==> src/rtl/stream_mux_pkg.sv <==
// Shared constants for the stream mux family: arbitration mode codes and the
// select-width helper used to size channel indices.
package stream_mux_pkg;

    localparam int MODE_SEL = 0;
    localparam int MODE_RR  = 1;

    function automatic int sel_width(input int channels);
        return (channels > 1) ? $clog2(channels) : 1;
    endfunction

endpackage

==> src/rtl/stream_mux_rr_pick.sv <==
// Round-robin pick: first requesting channel at or after ptr_i, wrapping
// modulo CHANNELS.
module rr_pick #(
    parameter int CHANNELS = 4,
    parameter int SEL_W    = 2
) (
    input  logic [CHANNELS-1:0] req_i,
    input  logic [SEL_W-1:0]    ptr_i,
    output logic [SEL_W-1:0]    grant_o,
    output logic                grant_vld_o
);

    int pos;

    // NOTE: every output gets a default before the loop, so no path leaves it unassigned (no latch).
    always_comb begin
        grant_o     = '0;
        grant_vld_o = 1'b0;
        pos         = 0;
        // Scan from the farthest offset down so the closest requester wins last.
        for (int k = CHANNELS - 1; k >= 0; k--) begin
            pos = int'(ptr_i) + k;
            if (pos >= CHANNELS) pos = pos - CHANNELS;
            if (req_i[pos]) begin
                grant_o     = SEL_W'(pos);
                grant_vld_o = 1'b1;
            end
        end
    end

endmodule

==> src/rtl/stream_mux.sv <==
// N:1 valid/ready stream multiplexer with a single registered output stage;
// the channel is chosen by SEL (MODE_SEL) or by round-robin (MODE_RR).
module stream_mux
    import stream_mux_pkg::*;
#(
    parameter  int WIDTH    = 4,
    parameter  int CHANNELS = 4,
    parameter  int MODE     = MODE_SEL,
    localparam int SEL_W    = sel_width(CHANNELS)
) (
    input  logic                      CLK,
    input  logic                      RST,
    input  logic [CHANNELS*WIDTH-1:0] IN_DATA,
    input  logic [CHANNELS-1:0]       IN_VALID,
    output logic [CHANNELS-1:0]       IN_READY,
    input  logic [SEL_W-1:0]          SEL,
    output logic [WIDTH-1:0]          OUT_DATA,
    output logic [SEL_W-1:0]          OUT_CH,
    output logic                      OUT_VALID,
    input  logic                      OUT_READY
);

    logic [WIDTH-1:0]    out_data_q;
    logic [SEL_W-1:0]    out_ch_q;
    logic                out_valid_q;
    logic [SEL_W-1:0]    ptr_q;
    logic [SEL_W-1:0]    ptr_d;

    logic                load;
    logic                xfer;
    logic [SEL_W-1:0]    grant_idx;
    logic                grant_vld;
    logic [CHANNELS-1:0] grant_oh;
    logic [WIDTH-1:0]    sel_data;

    generate
        if (MODE == MODE_RR) begin : g_rr
            rr_pick #(
                .CHANNELS (CHANNELS),
                .SEL_W    (SEL_W)
            ) u_rr_pick (
                .req_i       (IN_VALID),
                .ptr_i       (ptr_q),
                .grant_o     (grant_idx),
                .grant_vld_o (grant_vld)
            );
        end else begin : g_sel
            // Out-of-range SEL values match no channel and therefore grant nothing.
            always_comb begin
                grant_idx = SEL;
                grant_vld = 1'b0;
                for (int i = 0; i < CHANNELS; i++) begin
                    if (SEL == SEL_W'(i)) grant_vld = IN_VALID[i];
                end
            end
        end
    endgenerate

    assign load = !out_valid_q || OUT_READY;
    assign xfer = grant_vld && load;

    // One-hot grant drives an AND-OR data select.
    always_comb begin
        grant_oh = '0;
        sel_data = '0;
        for (int i = 0; i < CHANNELS; i++) begin
            grant_oh[i] = grant_vld && (grant_idx == SEL_W'(i));
            sel_data    = sel_data | (IN_DATA[i*WIDTH +: WIDTH] & {WIDTH{grant_oh[i]}});
        end
    end

    assign IN_READY = grant_oh & {CHANNELS{load && !RST}};

    always_comb begin
        ptr_d = ptr_q;
        if (MODE == MODE_RR && xfer) begin
            ptr_d = (grant_idx == SEL_W'(CHANNELS - 1)) ? '0 : grant_idx + SEL_W'(1);
        end
    end

    // NOTE: sequential state uses non-blocking assignments so all registers update together.
    always_ff @(posedge CLK or posedge RST) begin
        if (RST) begin
            out_data_q  <= '0;
            out_ch_q    <= '0;
            out_valid_q <= 1'b0;
            ptr_q       <= '0;
        end else begin
            ptr_q <= ptr_d;
            if (load) begin
                out_valid_q <= grant_vld;
                if (grant_vld) begin
                    out_data_q <= sel_data;
                    out_ch_q   <= grant_idx;
                end
            end
        end
    end

    assign OUT_DATA  = out_data_q;
    assign OUT_CH    = out_ch_q;
    assign OUT_VALID = out_valid_q;

endmodule

==> config.mk <==
export PLATFORM = sky130hd
export DESIGN_NAME = stream_mux
export DESIGN_NICKNAME = d
export VERILOG_FILES = /design/src/rtl/stream_mux_pkg.sv /design/src/rtl/stream_mux_rr_pick.sv /design/src/rtl/stream_mux.sv
export SDC_FILE = /design/constraint.sdc
export NUM_CORES = 1
export LEC_CHECK = 0
export BUFFER_PORTS_ARGS = -buffer_cell sky130_fd_sc_hd__buf_4
export CAP_MARGIN = 20
export CORE_MARGIN = 2
export CORE_UTILIZATION = 30
export CTS_BUF_LIST = sky130_fd_sc_hd__clkbuf_4 sky130_fd_sc_hd__clkbuf_8 sky130_fd_sc_hd__clkbuf_16
export CTS_CLUSTER_SIZE = 30
export DETAILED_ROUTE_END_ITERATION = 7
export GPL_TIMING_DRIVEN = 0
export PLACE_DENSITY_LB_ADDON = 0.15
export SLEW_MARGIN = 20
export SYNTH_ARGS = -nofsm -noshare
export SYNTH_HDL_FRONTEND = slang
export SYNTH_HIERARCHICAL = 1
export SYNTH_SLANG_ARGS = --single-unit
export TNS_END_PERCENT = 5
==> constraint.sdc <==
create_clock -name CLK -period 2.1 [get_ports CLK]
set_input_delay 0.105 -clock CLK [delete_from_list [all_inputs] [get_ports CLK]]
set_output_delay 0.105 -clock CLK [all_outputs]
set_load 0.01 [all_outputs]
After elaboration in Yosys (flattened, before gate mapping):

Index checks and enable logic that the tools add are counted.

* equal/unequal tests: 3
* multiplexer cells: 4
* reduce and logical (&&, ||, !) cells: 10
* bitwise logic cells: 8

Operators by type and width (number)
* $and 4x4->4: 5
* $or 4x4->4: 3
* $logic_and 1x1->1: 5
* $eq 2x2->1 const B: 2
* $mux 1: 4
* $eq 2x1->1 const B: 1
* $logic_not 1->1: 2
* $logic_not 2->1: 1
* $reduce_and 2->1: 1
* $logic_or 1x1->1: 1

* word-level logic and storage cells: 28
* input port bits: 25
* register bits: 7
* output and inout port bits: 11

Longest topological paths before layout:

Gate-level depths: netlist (run 1).

* depth after elaboration: 10
* depth in mapped cells: 5
* mapped depth without buffers: 4

Worst setup path after synthesis (run 1):

OpenSTA, ideal clock, no wires.

* kind: register to register
* start: reg out_valid_q (netlist: OUT_VALID)
* end: reg out_ch_q[0] (netlist: OUT_CH[0])
* slack: 672 ps
* setup time: 125 ps
* required time: 1975 ps
* arrival: 1302 ps
* path buffers: 0
* period minus slack after synthesis: 1428 ps
* stages on the path, launching flop included: 5
* cells stage by stage: dfrtp_1 > nor2b_1 > a211oi_4 > a31oi_4 > mux2_4

* longest elaborated chain between the ends: 3

RTL lines
* start: declaration: RTL line stream_mux.sv:25 `logic out_valid_q;`
* start signal: assignment: RTL line stream_mux.sv:91 `out_valid_q <= grant_vld;`
* $logic_not 1->1: RTL line stream_mux.sv:59 `assign load = !out_valid_q || OUT_READY;`
* $logic_or 1x1->1: RTL line stream_mux.sv:59
* $reduce_and 2->1 (no source line)
* end signal: assignment: RTL line stream_mux.sv:94 `out_ch_q <= grant_idx;`
* end: declaration: RTL line stream_mux.sv:24 `logic [SEL_W-1:0] out_ch_q;`

No other way between the ends.
A chain may end at the register's enable or synchronous reset.

Worst setup path after layout (run 1):

* start: in RST
* end: out IN_READY[2]

* longest elaborated chain between the ends: 3

RTL lines
* start: declaration: RTL line stream_mux.sv:12 `input logic RST,`
* $logic_not 1->1 (no source line)
* $logic_and 1x1->1: RTL line stream_mux.sv:72 `assign IN_READY = grant_oh & {CHANNELS{load && !RST}};`
* $and 4x4->4: RTL line stream_mux.sv:72
* end: declaration: RTL line stream_mux.sv:15 `output logic [CHANNELS-1:0] IN_READY,`

No other way between the ends.

==> impl_summary.txt, run 1 <==
----------------------------------------------------
[Timing]
  Fmax ... 630.8 MHz
  Maximum clock skew at final layout ... around 0.003 ns
  Worst slew pin tran ... 0.3577 ns
  Hold Vio Cnt, Final ... 0
  Final cycle utilization of the critical path ... 75.49%
  Final-layout setup total negative slack ... 0 ns
  Setup violation total in the final timing report ... 0
  Setup repair after global routing missed its margin ... no
  Slew headroom ... 76.15%
  Min Tclk post-route ... roughly 1.6 ns
  Count of pins over their slew limit ... 0

[Global route]
  GRT Util Overall ... between 15 and 20%
  Maximum number of pins on one net before global-route repair ... 11
  GRT overflow ... 0
  Number of antenna violations at the first check in global routing ... 0
  Number of global-route vias before repair ... 540
  Wire length of the first global-routing pass ... about 2.4 mm

[Worst setup path]
  CP max stage delay ... 0.54 ns
  Category of the most critical setup path ... input port to output port
  Slowest CP cell ... dlygate4sd3_1
  Path length in cells of the critical path ... 6
  Cell with the most instances on the worst path ... buf_4
  Data arrival, critical path ... 1.48 ns
  Max FO, Critical Path ... 8
  Number of cells on the worst reg-to-reg path ... 4
  Worst r2r src ... OUT_VALID
  Worst Path Buf+Inv ... 4
  CP Capture Type ... output port
  Crit start category ... input port
  Worst Path Required ... 2.00 ns
  Capturing point of the worst reg2reg path ... OUT_CH[0]
  Worst path cell trace ... dlygate4sd3_1, buf_4, inv_1, nand3_1, nor3_1, buf_4
  Slack of the worst reg-to-reg path ... 0.60 ns
  Crit-path leading delay family ... buffers and inverters

[CTS]
  Clock sink count ... 7
  Maximum level of the CTS H-tree ... 1
  Deepest clock path buffer count ... 2
  Clock latency of the later-clocked register in the worst-skew pair ... 0.25 ns
  Root buffer cell ... clkbuf_4
  CTS tree ... yes
  Clock-pin slew on the worst setup and hold paths ... 0.05 ns
  Number of clock buffers inserted by TritonCTS ... 3

[Placement]
  Placed wire-length estimate after detailed placement ... roughly 1.2 mm
  Number of buffers added on ports ... 35
  Last weighted congestion value of the routability-driven placer ... 0.8427
  Post-placement cell area ... 838.3 µm²

[Cells and area]
  Number of fill cells in the layout ... approximately 180
  Antenna cells ... 0
  Layout cell share with drive strength beyond 1 ... 42.59%
  Net count, final ... roughly 130
  Area of all placed cells without fillers ... 878.3 µm²
  Signed area change from the synthesized netlist to the final layout ... 61.38%

[Power and ir drop]
  IR drop worst, VDD ... 203.9 µV
  Pwr Density ... 593.5 nW/µm²
  Leakage power summed over all cells ... 0.4440 nW

[Flow run]
  Max-cap violations ... 0

[Min path]
  Startpoint of the lowest-slack hold path ... SEL[1]
  Worst min-delay path category ... input port to flip-flop
  Worst hold path depth ... 3
  End point of the most critical hold path ... OUT_CH[1]

[Drt]
  DRT Pass-1 Iters ... 4
  Number of design rule violations left after detail routing ... 0
  Final antenna-violating net count ... 0
  Per-cell routed wire length ... 10.94 µm
  Via density per instance ... 4.571
  Starting DRC count in detailed routing ... 14
  Detailed-route wire length ... 1.455 mm
  Vias after detailed routing ... a little over 600

[Synth]
  Syn. warnings ... 6
  Number of distinct library cell variants in the gate-level netlist after synthesis ... 20
  Syn_nets ... 93
  Gate Count Post-Synth ... 68
  Post-Syn Area per Cell ... about 8 µm²
  Cell Area, Synth ... 544.3 µm²
  Yosys reg bits ... 7
  Seq/Total Area, Yosys ... 32.18%

[Floorplanning]
  Die Ht ... roughly 47 µm
  Starting density of the core ... 31.87%
  I/O pin count ... 36
  Overall die area ... 2171 µm²
  Number of placement rows ... 15
  Width of the chip ... 46.60 µm
  Core area ... 1708 µm²

[Run status]
  Outcome ... complete, no violations

----------------------------------------------------
synthesized netlist by cell type:
cell | instances | share of area, %
nand2b_1 | 1 | 1.2
nor2_1 | 1 | 0.69
nor4_1 | 2 | 2.3
buf_2 | 2 | 1.8
nor3_1 | 1 | 0.92
o211ai_1 | 4 | 5.5
mux2_4 | 1 | 2.8
nor2b_1 | 1 | 1.2
a211oi_4 | 1 | 3.7
dfrtp_1 | 7 | 32
clkbuf_1 | 1 | 0.69
mux2i_1 | 5 | 9.2
nand3_1 | 10 | 9.2
o21ai_1 | 2 | 1.8
nand2_1 | 12 | 8.3
nand2b_4 | 1 | 2.5
a31oi_4 | 1 | 3.9
o21ai_0 | 8 | 7.4
inv_1 | 6 | 4.1
inv_2 | 1 | 0.69
cell families after synthesis:
family	count (synthesis)	share of synthesized area, %
DFF	7	32.18
AOI/OAI and AO/OA	16	22.30
and+or+nand+nor	29	26.21
buffers and inverters	10	7.355
muxes	6	11.95
worst register-to-register path, cell delays in order (launching register included):
cell	delay [ns]
dfrtp_1	0.37
nor2b_1	0.33
a211oi_4	0.08
a31oi_4	0.28
mux2_4	0.33
sequential cells by signal, summed over array words and instances, names as in the netlist:
name	cells
OUT_DATA	4
OUT_VALID	1
OUT_CH	2
power breakdown:
part	internal (mW)	switching, mW	total [mW]	leakage (nW)
combinational	0.111	0.0923	0.204	0.343
clock	0.0854	0.0494	0.135	0.0184
sequential	0.166	0.0167	0.183	0.0830
total	0.363	0.158	0.521	0.444
through the flow:
| stage | utilization, % | instances | hold slack [ns] | worst slack (ns) | power [mW] |
|---|---|---|---|---|---|
| after floorplan | - | 68 | -0.08323 | 0.6725 | 0.2811 |
| after global placement | 49.08 | 128 | 0.09613 | 0.6328 | 0.3861 |
| after detailed placement | 49.08 | 128 | 0.09082 | 0.6218 | 0.3893 |
| after CTS | 51.43 | 133 | 0.1977 | 0.4763 | 0.5281 |
| after global routing | 51.43 | 133 | 0.2219 | 0.4260 | 0.5603 |
| final | 51.43 | 133 | 0.1981 | 0.5147 | 0.5213 |
worst max path at each step:
stage	from	to	slack, ns
global placement	OUT_VALID	OUT_CH[0]	0.63
finish	RST	IN_READY[2]	0.51
global route	RST	IN_READY[2]	0.43
detailed placement	OUT_VALID	OUT_CH[0]	0.62
floorplan	OUT_VALID	OUT_CH[0]	0.67
CTS	RST	IN_READY[2]	0.48
cells in the final DEF, fill, tap and decap left out, drive strengths merged:
cell / Yosys / routed
nor4: 2 / 2
nor2: 1 / 1
a31oi: 1 / 1
nor3: 1 / 1
a211oi: 1 / 1
dfrtp: 7 / 7
inv: 7 / 7
nand3: 10 / 10
dlygate4sd3: 0 / 1
o21ai: 10 / 10
mux2i: 5 / 5
nand2: 12 / 12
nor2b: 1 / 1
o211ai: 4 / 4
mux2: 1 / 1
buf: 2 / 37
clkbuf: 1 / 5
nand2b: 2 / 2
area by class of cell:
cell class                      instances  area [µm²]  share of cell area (%)
Buffer                                  3       13.76                   1.567
Sequential cell                         7       175.2                   19.94
Timing Repair Buffer                   36       272.8                   31.05
Tap cell                               25       31.28                   3.561
Inverter                                7       26.28                   2.991
Multi-Input combinational cell         51       329.1                   37.46
Clock buffer                            4       30.03                   3.419
routing by layer:
| layer | up-vias | track usage [%] | routed length [µm] |
|---|---|---|---|
| li1 | 316 | - | - |
| met1 | 255 | 23.11 | 666 |
| met2 | 33 | 21.39 | 628 |
| met3 | 4 | 2.745 | 128 |
| met4 | 0 | 10.29 | 32 |
| met5 | - | 0 | 0 |
timing repair:
item                      in CTS  in global routing
buffers inserted               0                  0
gates resized for setup        0                  0
hold endpoints to repair       7                  0
hold buffers                   1                  0
Power figures use the tool's default switching activity.
==> run 2, diff against run 1 <==
--- a/config.mk
+++ b/config.mk
@@ -5,6 +5,7 @@
 export SDC_FILE = /design/constraint.sdc
 export NUM_CORES = 1
 export LEC_CHECK = 0
+export ABC_AREA = 1
 export BUFFER_PORTS_ARGS = -buffer_cell sky130_fd_sc_hd__buf_4
 export CAP_MARGIN = 20
 export CORE_MARGIN = 2
==> constraint.sdc (replaced) <==
create_clock -name CLK -period 1.5 [get_ports CLK]
set_input_delay 0.075 -clock CLK [delete_from_list [all_inputs] [get_ports CLK]]
set_output_delay 0.075 -clock CLK [all_outputs]
set_load 0.01 [all_outputs]
==> impl_summary.txt, run 2 <==
----------------------------------------------------
[Timing]
  Setup violation total in the final timing report ... 0
  Slew headroom ... 67.43%
  Worst slew pin tran ... 0.4848 ns
  Count of pins over their slew limit ... 0
  Final cycle utilization of the critical path ... 93.21%
  Smallest setup slack after layout ... about 0.10 ns
  Min Tclk post-route ... 1.398 ns
  Final-layout setup total negative slack ... 0 ns
  Hold Vio Cnt, Final ... 0
  Setup repair after global routing missed its margin ... yes
  Maximum clock skew at final layout ... 0.002248 ns
  Fmax ... approximately 700 MHz

[Floorplanning]
  Starting density of the core ... 31.50%
  Die Ht ... 46.35 µm
  Width of the chip ... 46.35 µm
  I/O pin count ... 36
  Number of placement rows ... 15
  Core area ... 1708 µm²
  Overall die area ... 2148 µm²

[Cells and area]
  Register area ... around 180 µm²
  Antenna cells ... 0
  Signed area change from the synthesized netlist to the final layout ... 62.33%
  Max FFs per register ... 4
  Final standard cell utilization of the core ... 51.14%
  Number of fill cells in the layout ... 177
  Area of all placed cells without fillers ... slightly below 900 µm²
  Most frequent standard cell in the layout excluding fill and tap cells ... nand2_1
  Net count, final ... 149
  Top library cells by usage in the layout, fill and taps aside ... nand2_1, buf_4, inv_1, nand3_1, dfrtp_1
  Layout cell share with drive strength beyond 1 ... 39.84%
  Final cell count without fillers ... 148
  Multi-input gate area in the final layout ... between 300 and 400 µm²

[Flow run]
  Max-cap violations ... 0

[Synth]
  Post-synth top area cell ... dfrtp_1
  Seq/Total Area, Yosys ... 32.56%
  Post-Syn Area per Cell ... between 6 and 7 µm²
  Cell Area, Synth ... 538.0 µm²
  Yosys reg bits ... 7
  Gate Count Post-Synth ... 84
  Syn_nets ... 109
  Syn. warnings ... 6
  Count of flip-flops with a built-in enable after synthesis ... 0
  Primary FF master, synth ... dfrtp_1
  Leading cell types by total area after synthesis ... dfrtp_1, nand2_1, nand3_1
  Share of Yosys cell area claimed by the top area cell type ... about 33%
  Share of synthesized flip-flops with an asynchronous set or reset ... 100.0%
  Commonest cells in the netlist ... nand2_1, inv_1, nand3_1
  Most frequent cell after synthesis ... nand2_1
  Number of distinct library cell variants in the gate-level netlist after synthesis ... 13

[Global route]
  Number of global-route vias before repair ... about 580
  GRT Util Overall ... 16.51%
  GRT overflow ... 0
  Met1 demand-to-capacity share in global routing ... 20.33%
  Wire length of the first global-routing pass ... 2.435 mm
  Maximum number of pins on one net before global-route repair ... 9
  Fraction of met2 tracks used by global routing ... approximately 25%
  Met3 capacity usage during global routing ... a little under 4%
  Number of antenna violations at the first check in global routing ... 0
  Highest-utilization routing layer at the global route stage ... met2

[CTS]
  Clock sink count ... 7
  Maximum level of the CTS H-tree ... 1
  Number of clock buffers inserted by TritonCTS ... 3
  CTS tree ... yes
  Root buffer cell ... clkbuf_4
  Clock-pin slew on the worst setup and hold paths ... 0.06 ns
  Post-CTS setup buffer count ... 0
  Deepest clock path buffer count ... 2
  Clock latency of the later-clocked register in the worst-skew pair ... around 0.26 ns

[Placement]
  Number of placed cells counting well taps ... between 100 and 150
  Last weighted congestion value of the routability-driven placer ... 0.7442
  Worst setup slack after placement ... ~0.28 ns
  Post-placement cell area ... roughly 820 µm²
  Number of buffers added on ports ... 34
  Placed wire-length estimate after detailed placement ... 1.149 mm

[Min path]
  Worst hold path depth ... 3
  Worst min-delay path category ... input port to flip-flop

[Drt]
  Starting DRC count in detailed routing ... 9
  Vias after detailed routing ... 644
  Final antenna-violating net count ... 0
  Per-cell routed wire length ... 9.595 µm
  DRT Pass-1 Iters ... 4
  Detailed-route wire length ... 1.420 mm
  Number of design rule violations left after detail routing ... 0
  Via density per instance ... 4.351

[Power and ir drop]
  IR drop worst, VDD ... 249.5 µV
  Leakage power summed over all cells ... 0.5037 nW
  Pwr Density ... between 700 and 800 nW/µm²

[Worst setup path]
  CP Capture Type ... output port
  Number of cells on the worst reg-to-reg path ... 6
  Crit start category ... flip-flop
  Category of the most critical setup path ... flip-flop to output port
  Data arrival, critical path ... 1.32 ns
  Worst Path Required ... 1.42 ns
  Max FO, Critical Path ... 4

[Run status]
  Outcome ... complete, no violations

----------------------------------------------------
[run 2: cell types whose count changed after synthesis, moves of 4 or more]
cell and delta:
inv_1 +5, o211ai_1 -4, o21ai_0 -8, mux2i_1 -5
nand2_1 +25
[run 2: cell type report]
cell class / instances / area share (%)
Multi-Input combinational cell: 62 / 35.24
Timing Repair Buffer: 35 / 30.37
Sequential cell: 7 / 20.06
Inverter: 14 / 6.017
Tap cell: 25 / 3.582
Clock buffer: 4 / 3.438
Buffer: 1 / 1.289
[run 2: timing repair]
action                                 4_1_cts  5_1_grt
endpoints found under the hold margin        7        0
pin swaps                                    0        1
gates resized for setup                      1        1
setup endpoints to repair                    1        4
hold buffers                                 1        0
[run 2: stage by stage]
step / hold slack (ns) / total power [mW]
floorplan: -0.1134 / 0.3594
global placement: 0.03701 / 0.4753
detailed placement: 0.04718 / 0.4817
CTS: 0.07289 / 0.6835
global route: 0.09119 / 0.7345
finish: 0.07236 / 0.6796
[run 2: cell families after synthesis]
logic type / after synthesis / share of synthesized area [%]
flip-flops: 7 / 32.56
buffers and inverters: 15 / 11.86
AND/OR/NAND/NOR: 62 / 55.58
[run 2: worst paths after layout]
path / start / to / slack, ns
setup / recovery: OUT_VALID / IN_READY[3] / 0.10
hold / removal: SEL[1] / OUT_CH[1] / 0.07
setup reg to reg: OUT_VALID / OUT_DATA[0] / 0.53
hold reg to reg: OUT_DATA[2] / OUT_DATA[2] / 0.48
max in group asynchronous: RST / OUT_DATA[3] / 0.92
min in group asynchronous: RST / OUT_CH[1] / 0.35
[run 2: worst max-delay path: stages, from the launching register on]
cell     delay [ns]
dfrtp_1        0.34
inv_1          0.05
nor2_2         0.22
inv_1          0.09
nand2_1        0.16
nor4_1         0.07
buf_4          0.14
[run 2: layer usage]
layer | wire (µm) | share of wire (%) | vias to the layer above
li1 | - | - | 339
met1 | 631 | 44 | 272
met2 | 645 | 45 | 29
met3 | 98 | 6.9 | 4
met4 | 44 | 3.1 | 0
met5 | 0 | 0 | -
[run 2: power breakdown]
part	total, mW	internal [mW]	switching (mW)
clock network	0.199	0.120	0.0788
logic	0.242	0.122	0.120
registers	0.239	0.221	0.0177
total	0.680	0.463	0.217
==> run 3, diff against run 2 <==
--- a/config.mk
+++ b/config.mk
@@ -15,6 +15,7 @@
 export DETAILED_ROUTE_END_ITERATION = 7
 export GPL_TIMING_DRIVEN = 0
 export PLACE_DENSITY_LB_ADDON = 0.15
+export SETUP_SLACK_MARGIN = 0.3
 export SLEW_MARGIN = 20
 export SYNTH_ARGS = -nofsm -noshare
 export SYNTH_HDL_FRONTEND = slang
==> constraint.sdc (replaced) <==
create_clock -name CLK -period 1.5 [get_ports CLK]
set_input_delay 0.075 -clock CLK [delete_from_list [all_inputs] [get_ports CLK]]
set_output_delay 0.075 -clock CLK [all_outputs]
set_load 0.05 [all_outputs]
==> impl_summary.txt, run 3 (synthesis gave the netlist of run 2 again) <==
----------------------------------------------------
[Run status]
  Outcome ... complete, no violations

[Timing]
  Maximum clock skew at final layout ... 0.002704 ns
  Count of pins over their slew limit ... 0
  Setup repair after global routing missed its margin ... yes
  Min Tclk post-route ... 1.339 ns
  Final-layout setup total negative slack ... 0 ns
  Worst slew pin tran ... 0.4914 ns
  Fmax ... 747.0 MHz
  Setup violation total in the final timing report ... 0
  Final cycle utilization of the critical path ... 89.25%
  Hold Vio Cnt, Final ... 0
  Slew headroom ... 66.99%

[Drt]
  Starting DRC count in detailed routing ... 3
  Detailed-route wire length ... 1.324 mm
  Final antenna-violating net count ... 0
  Number of design rule violations left after detail routing ... 0
  DRT Pass-1 Iters ... 2
  Via density per instance ... 4.209
  Per-cell routed wire length ... 8.946 µm
  Vias after detailed routing ... ~620

[Min path]
  Worst min-delay path category ... input port to flip-flop

[Cells and area]
  Area of all placed cells without fillers ... about 950 µm²
  Layout cell share with drive strength beyond 1 ... 45.53%
  Top library cells by usage in the layout, fill and taps aside ... nand2_1, buf_4, nand3_1, inv_1, dfrtp_1
  Max FFs per register ... 4
  Most frequent standard cell in the layout excluding fill and tap cells ... nand2_1
  Final standard cell utilization of the core ... 55.53%
  Net count, final ... 149
  Signed area change from the synthesized netlist to the final layout ... 76.28%
  Antenna cells ... 0

[Floorplanning]
  Number of placement rows ... 15
  Starting density of the core ... a little under a third
  Overall die area ... 2148 µm²
  Die Ht ... 46.35 µm
  Width of the chip ... 46.35 µm
  Core area ... between 1500 and 2000 µm²
  I/O pin count ... 36

[Worst setup path]
  Crit start category ... flip-flop
  CP Capture Type ... output port
  Worst Path Required ... 1.42 ns
  Data arrival, critical path ... about 1.3 ns
  Max FO, Critical Path ... 4
  Category of the most critical setup path ... flip-flop to output port

[Placement]
  Placed wire-length estimate after detailed placement ... 1.104 mm
  Post-placement cell area ... around 900 µm²
  Number of buffers added on ports ... 34
  Last weighted congestion value of the routability-driven placer ... about 0.78

[Power and ir drop]
  IR drop worst, VDD ... ~310 µV
  Pwr Density ... approximately 840 nW/µm²
  Post-layout total power ... around 800 µW
  Leakage power summed over all cells ... 0.5188 nW

[Global route]
  Maximum number of pins on one net before global-route repair ... 9
  GRT overflow ... 0
  Wire length of the first global-routing pass ... 2.249 mm
  Number of antenna violations at the first check in global routing ... 0
  Number of global-route vias before repair ... 603
  GRT Util Overall ... 14.10%

[CTS]
  CTS tree ... yes
  Clock sink count ... 7
  Clock latency of the later-clocked register in the worst-skew pair ... 0.25 ns
  Number of clock buffers inserted by TritonCTS ... 3
  Maximum level of the CTS H-tree ... 1
  Root buffer cell ... clkbuf_4
  Clock-pin slew on the worst setup and hold paths ... 0.05 ns
  Deepest clock path buffer count ... 2

[Flow run]
  Max-cap violations ... 0

----------------------------------------------------
-- run 3: cell counts in the layout (fill, tap and decap cells not counted) --
No cell type changed its count.
-- run 3: repair_timing --
action                     4_1_cts  5_1_grt
setup endpoints to repair        4        4
hold buffers                     1        0
pin swaps                        1        0
setup buffers                    0        0
hold endpoints to repair         7        0
gates resized for setup          3        0
-- run 3: cell type report --
type                       instances  area, µm²
buffer                             1      11.26
multi-input combinational         62      370.4
timing repair buffer              35      276.5
clock buffer                       4      30.03
tap                               25      31.28
sequential                         7      176.4
fill                             184      759.5
inverter                          14      52.55
-- run 3: per-stage QoR --
step	worst slack (ns)	instances	hold slack, ns
final	0.1613	148	0.1008
after global routing	0.07908	148	0.1080
after CTS	0.1489	148	0.09768
after detailed placement	0.2539	143	0.06736
after global placement	0.2634	143	0.05934
after floorplan	-0.05576	84	-0.09037
-- run 3: worst max-delay path, cell delays in order (launching register included) --
cell and delay, ns:
dfrtp_2 0.40, inv_2 0.07, nor2_4 0.05, inv_2 0.07, nand2_4 0.09, nor4_4 0.16
buf_6 0.19
-- run 3: worst paths after layout --
path | from | endpoint | slack, ns | cells past startpoint
setup reg to reg | OUT_VALID | OUT_CH[1] | 0.56 | 6
hold reg to reg | OUT_CH[0] | OUT_CH[0] | 0.47 | 2
setup / recovery | OUT_VALID | IN_READY[2] | 0.16 | 6
max in group asynchronous | RST | OUT_VALID | 0.83 | 3
min in group asynchronous | RST | OUT_DATA[1] | 0.40 | 3
hold / removal | SEL[0] | OUT_CH[0] | 0.10 | 3
-- run 3: metal layers --
| metal | up-vias | global-route usage, % | wire (µm) | part of all wire (%) |
|---|---|---|---|---|
| li1 | 338 | - | - | - |
| met1 | 256 | 18.91 | 595 | 45 |
| met2 | 26 | 21.94 | 630 | 48 |
| met3 | 3 | 1.176 | 83 | 6.3 |
| met4 | 0 | 8.000 | 14 | 1.1 |
| met5 | - | 0 | 0 | 0 |
-- run 3: where the power goes --
group / internal [mW] / switching [mW]
Combinational: 0.131 / 0.243
Clock: 0.119 / 0.0679
Sequential: 0.222 / 0.0160
Total: 0.472 / 0.327
